File: src/rtl/hilo_mult_unit_pkg.sv
// Shared definitions for the HI/LO multiply unit: ALUControl op codes and FSM state encoding.
package hilo_mult_unit_pkg;

    localparam logic [4:0] ALU_MULT  = 5'd16;
    localparam logic [4:0] ALU_MULTU = 5'd17;
    localparam logic [4:0] ALU_MADD  = 5'd18;
    localparam logic [4:0] ALU_MSUB  = 5'd19;
    localparam logic [4:0] ALU_MTHI  = 5'd20;
    localparam logic [4:0] ALU_MTLO  = 5'd21;

    typedef enum logic [1:0] {
        ST_IDLE = 2'b00,
        ST_MUL  = 2'b01,
        ST_ACC  = 2'b10
    } state_t;

    // Ops that run through the iterative shift-add core.
    function automatic logic is_mult_op(input logic [4:0] op);
        return (op == ALU_MULT) || (op == ALU_MULTU) || (op == ALU_MADD) || (op == ALU_MSUB);
    endfunction

endpackage

File: src/rtl/hilo_mult_unit_shift_add.sv
// Iterative unsigned shift-add multiplier core: one multiplier bit per step, WIDTH steps.
module hilo_mult_unit_shift_add #(
    parameter int WIDTH = 32
) (
    input  logic               clk,
    input  logic               rst,
    input  logic               load,
    input  logic               step,
    input  logic [WIDTH-1:0]   a_in,
    input  logic [WIDTH-1:0]   b_in,
    output logic [2*WIDTH-1:0] acc,
    output logic               last
);
    localparam int CW = $clog2(WIDTH);

    logic [2*WIDTH-1:0] a_reg;
    logic [2*WIDTH-1:0] acc_reg;
    logic [WIDTH-1:0]   b_reg;
    logic [CW-1:0]      count_reg;

    // The multiplicand is shifted left each step, equivalent to adding A << counter.
    always_ff @(posedge clk) begin
        if (rst) begin
            a_reg     <= '0;
            b_reg     <= '0;
            acc_reg   <= '0;
            count_reg <= '0;
        end else if (load) begin
            a_reg     <= {{WIDTH{1'b0}}, a_in};
            b_reg     <= b_in;
            acc_reg   <= '0;
            count_reg <= '0;
        end else if (step) begin
            if (b_reg[0]) begin
                acc_reg <= acc_reg + a_reg;
            end
            a_reg     <= a_reg << 1;
            b_reg     <= b_reg >> 1;
            count_reg <= count_reg + 1'b1;
        end
    end

    assign acc  = acc_reg;
    assign last = (count_reg == CW'(WIDTH - 1));

endmodule

File: src/rtl/hilo_mult_unit.sv
// Multi-cycle HI/LO multiply unit: MULT/MULTU/MADD/MSUB via shift-add core, plus MTHI/MTLO.
module hilo_mult_unit
    import hilo_mult_unit_pkg::*;
#(
    parameter int WIDTH = 32
) (
    input  logic             clk,
    input  logic             rst,
    input  logic             start,
    input  logic [4:0]       alu_control,
    input  logic [WIDTH-1:0] a,
    input  logic [WIDTH-1:0] b,
    output logic             busy,
    output logic             done,
    output logic [WIDTH-1:0] hi,
    output logic [WIDTH-1:0] lo
);
    state_t             state_reg;
    logic [4:0]         op_reg;
    logic               neg_reg;
    logic               busy_reg;
    logic               done_reg;
    logic [WIDTH-1:0]   hi_reg;
    logic [WIDTH-1:0]   lo_reg;

    logic               signed_op;
    logic [WIDTH-1:0]   mag_a;
    logic [WIDTH-1:0]   mag_b;
    logic [2*WIDTH-1:0] acc;
    logic [2*WIDTH-1:0] product;
    logic [2*WIDTH-1:0] hilo_next;
    logic               load;
    logic               step;
    logic               last;

    assign load = (state_reg == ST_IDLE) && start && is_mult_op(alu_control);
    assign step = (state_reg == ST_MUL);

    // Magnitude of the most negative value wraps to itself, which is the correct unsigned 2^(W-1).
    always_comb begin
        signed_op = (alu_control != ALU_MULTU);
        mag_a     = (signed_op && a[WIDTH-1]) ? (~a + 1'b1) : a;
        mag_b     = (signed_op && b[WIDTH-1]) ? (~b + 1'b1) : b;
        product   = neg_reg ? (~acc + 1'b1) : acc;
        case (op_reg)
            ALU_MADD: hilo_next = {hi_reg, lo_reg} + product;
            ALU_MSUB: hilo_next = {hi_reg, lo_reg} - product;
            default:  hilo_next = product;
        endcase
    end

    hilo_mult_unit_shift_add #(.WIDTH(WIDTH)) u_core (
        .clk  (clk),
        .rst  (rst),
        .load (load),
        .step (step),
        .a_in (mag_a),
        .b_in (mag_b),
        .acc  (acc),
        .last (last)
    );

    always_ff @(posedge clk) begin
        if (rst) begin
            state_reg <= ST_IDLE;
            op_reg    <= '0;
            neg_reg   <= 1'b0;
            busy_reg  <= 1'b0;
            done_reg  <= 1'b0;
            hi_reg    <= '0;
            lo_reg    <= '0;
        end else begin
            done_reg <= 1'b0;
            case (state_reg)
                ST_IDLE: begin
                    if (start) begin
                        if (alu_control == ALU_MTHI) begin
                            hi_reg <= a;
                        end else if (alu_control == ALU_MTLO) begin
                            lo_reg <= a;
                        end else if (is_mult_op(alu_control)) begin
                            op_reg    <= alu_control;
                            neg_reg   <= signed_op & (a[WIDTH-1] ^ b[WIDTH-1]);
                            busy_reg  <= 1'b1;
                            state_reg <= ST_MUL;
                        end
                    end
                end
                ST_MUL: begin
                    if (last) begin
                        state_reg <= ST_ACC;
                    end
                end
                ST_ACC: begin
                    {hi_reg, lo_reg} <= hilo_next;
                    done_reg  <= 1'b1;
                    busy_reg  <= 1'b0;
                    state_reg <= ST_IDLE;
                end
                default: begin
                    busy_reg  <= 1'b0;
                    state_reg <= ST_IDLE;
                end
            endcase
        end
    end

    assign busy = busy_reg;
    assign done = done_reg;
    assign hi   = hi_reg;
    assign lo   = lo_reg;

endmodule

File: config.mk
export PLATFORM = sky130hd
export DESIGN_NAME = hilo_mult_unit
export DESIGN_NICKNAME = d
export VERILOG_FILES = /design/src/rtl/hilo_mult_unit_pkg.sv /design/src/rtl/hilo_mult_unit_shift_add.sv /design/src/rtl/hilo_mult_unit.sv
export SDC_FILE = /design/constraint.sdc
export NUM_CORES = 1
export LEC_CHECK = 0
export CAP_MARGIN = 20
export CELL_PAD_IN_SITES_DETAIL_PLACEMENT = 1
export CELL_PAD_IN_SITES_GLOBAL_PLACEMENT = 1
export CORE_ASPECT_RATIO = 0.7
export CORE_UTILIZATION = 40
export CTS_BUF_LIST = sky130_fd_sc_hd__clkbuf_8
export DETAILED_ROUTE_END_ITERATION = 16
export PLACE_DENSITY = 0.88
export SLEW_MARGIN = 10
export SYNTH_ARGS = -nofsm -noshare
export SYNTH_HDL_FRONTEND = slang
export SYNTH_SLANG_ARGS = --single-unit
File: constraint.sdc
create_clock -name clk -period 5.74 [get_ports clk]
set_input_delay 1.148 -clock clk [delete_from_list [all_inputs] [get_ports clk]]
set_output_delay 1.148 -clock clk [all_outputs]
set_load 0.02 [all_outputs]
==> qor.yml <==
status: "finished with violations"
violations: "setup timing"
cp_num_buf_inv: 7
hold_violations: 0
io_buffer_count: 137
gp_congestion: 1.01
ys_warn_count: 0
p_per_area_nw_per_um2: 185
cp_top_family: "simple AND/OR/NAND/NOR gates"
synth_cells: 2969
grt_max_degree: 100
antenna_cells: 0
slew_headroom: 0.254
final_util: 0.505
numCtsBuffers: 46
grt_pass1_wl_mm: 146
area_delta_synth_final_pct: 23.8
io_pins: 138
worstMarginPinSlew_ps: 1120
vias_per_cell: 6.30
via_count: 25068
avgRoutedWirePerCell_um: 24.3
yosysUniqueCellTypes: 83
grt_antenna_before_repair: 2
finalPower_mw: 4.91
root_buffer: "clkbuf_8"
slew_viol_final: 0
seq_area_frac_synth: 0.223
firstDrtPassIters: 5
irDropWorstVdd_uv: 127
syn_avg_cell_area_um2: 7.23
clock_latency_ps: 690
cts_tree: "built"
ctsHoldBuffers: 0
fp-row-count: 70
cap_violations: 0
syn_area_um2: 21500
grt_overflow_total: 0
synth_edf_count: 0
grt_usage: 0.338
clock-skew-final_ps: 58.4
start_kind: "register"
cts_sinks: 239
critPathKind: "reg2reg"
final_period_minus_worst_setup_slack_ps: 5880
drc: 0
dp_hpwl_mm: 72.0
critPathMostFrequentCell: "buf_4"
layout_common_cells: "nand2_1 (511), a21oi_1 (290), buf_4 (250), dfxtp_1 (234), nor2_1 (224)"
nets: 3426
die_height_um: 196
finalSetupViolCount: 15
grt_pass1_vias: 25015
layout_setup_ws_ps: -135
hold_depth: 2
cp.depth: 28
worstPathRequired_ps: 6260
critPathSlowestCell: "mux2i_2"
coreArea_um2: 52600
async_flop_share: 0
clk_pin_slew_ps: 70
routed_wl_mm: 96.8
cp-end-kind: "register"
fp.dieW_um: 279
dpl.cell_count: 3865
drt_iter0_drc: 2411
crit_arrival_ps: 6390
synthFlopType: "dfxtp_1"
synth_fp_nets: 3175
max_freq_mhz: 170
final_common_cell: "nand2_1"
ctsHtreeMaxLevel: 2
fin_cells: 3976
initial_core_util: 0.408
slowest_delay_ps: 490
die_area_um2: 54600
drtAntennaViolNets: 0
power.leakage_nw: 11.2
synth-seq-cells: 239
drive_gt1_frac: 0.143
cp_max_fo: 4
clock_path_buffers: 3
timing.final.crit_share: 1.02
r2r_cells: 28
hold_class: "reg2reg"
[layer usage]
layer | GRT usage | wire length, um
met1 | 0.455 | 42000
met2 | 0.540 | 43000
met3 | 0.0594 | 8190
met4 | 0.124 | 3550
met5 | 0 | 13
[through the flow]
| stage | instance area [um^2] | hold slack (ps) | setup slack [ps] | setup TNS [ps] |
|---|---|---|---|---|
| 3_5_place_dp | 24800 | 455 | -365 | -3370 |
| 3_3_place_gp | 24800 | 446 | -283 | -1780 |
| 2_1_floorplan | 21500 | 431 | 103 | 0 |
| 6_report | 26600 | 468 | -135 | -1170 |
| 5_1_grt | 26600 | 495 | -353 | -6110 |
| 4_1_cts | 25900 | 475 | -7.10 | -7.10 |
[synth_stat cells (38+ instances only)]
cell type,n,area share
xnor2_1,153,0.062
inv_1,53,0.0093
dfxtp_1,239,0.22
xor2_1,149,0.061
nand2_1,514,0.090
nor3_1,54,0.013
a211oi_1,43,0.015
a311oi_1,71,0.029
a21o_1,90,0.031
a21oi_1,303,0.071
clkbuf_1,169,0.030
o31ai_1,38,0.013
ha_1,132,0.077
nand3_1,48,0.011
nand4_1,38,0.011
o21ai_0,132,0.031
nor2_1,230,0.040
[worst reg2reg max path, delay by kind of cell (launching register included)]
family,cells,cell delay (ps)
muxes,1,490
adders and majority gates,2,500
xor gates and xnor gates,2,280
and+or+nand+nor,11,2010
buffers and inverters,7,1180
DFF,1,310
AOI/OAI and AO/OA,5,970
[timing repair]
item | in CTS | in global routing
gates cloned | 0 | 1
pin swaps | 2 | 41
resized for setup | 12 | 114
endpoints found under the setup margin | 19 | 32
setup buffers | 2 | 23
[cell type report]
cell class / count / area [um^2]
Fill cell: 6541 / 26100
Inverter: 54 / 203
Multi-Input combinational cell: 2486 / 16300
Tap cell: 720 / 901
Clock inverter: 28 / 249
Timing Repair Buffer: 393 / 3360
Sequential cell: 239 / 4790
Clock buffer: 56 / 771
[report_power, final]
part           internal, mW  total, mW  switching [mW]
Combinational         0.521       1.22           0.699
Sequential             1.68       1.70          0.0218
Clock                  1.08       1.98           0.907
[final timing paths]
path                                 start                            end  slack, ps
max             u_core.acc[0]$_SDFFE_PP0P_            hi[20]$_SDFFE_PP0P_       -140
min          u_core.a_reg[45]$_SDFFE_PP0P_  u_core.a_reg[46]$_SDFFE_PP0P_        470
max reg2reg     u_core.acc[0]$_SDFFE_PP0P_            hi[20]$_SDFFE_PP0P_       -140
min reg2reg  u_core.a_reg[45]$_SDFFE_PP0P_  u_core.a_reg[46]$_SDFFE_PP0P_        470
[cell families after synthesis]
group,synth area share
xor gates and xnor gates,0.123
buffers and inverters,0.0437
and+or+nand+nor,0.231
AOI/OAI and AO/OA,0.289
DFF,0.223
muxes,0.0114
adders and majority gates,0.0788
No activity file was read; power rests on OpenSTA's default activity.
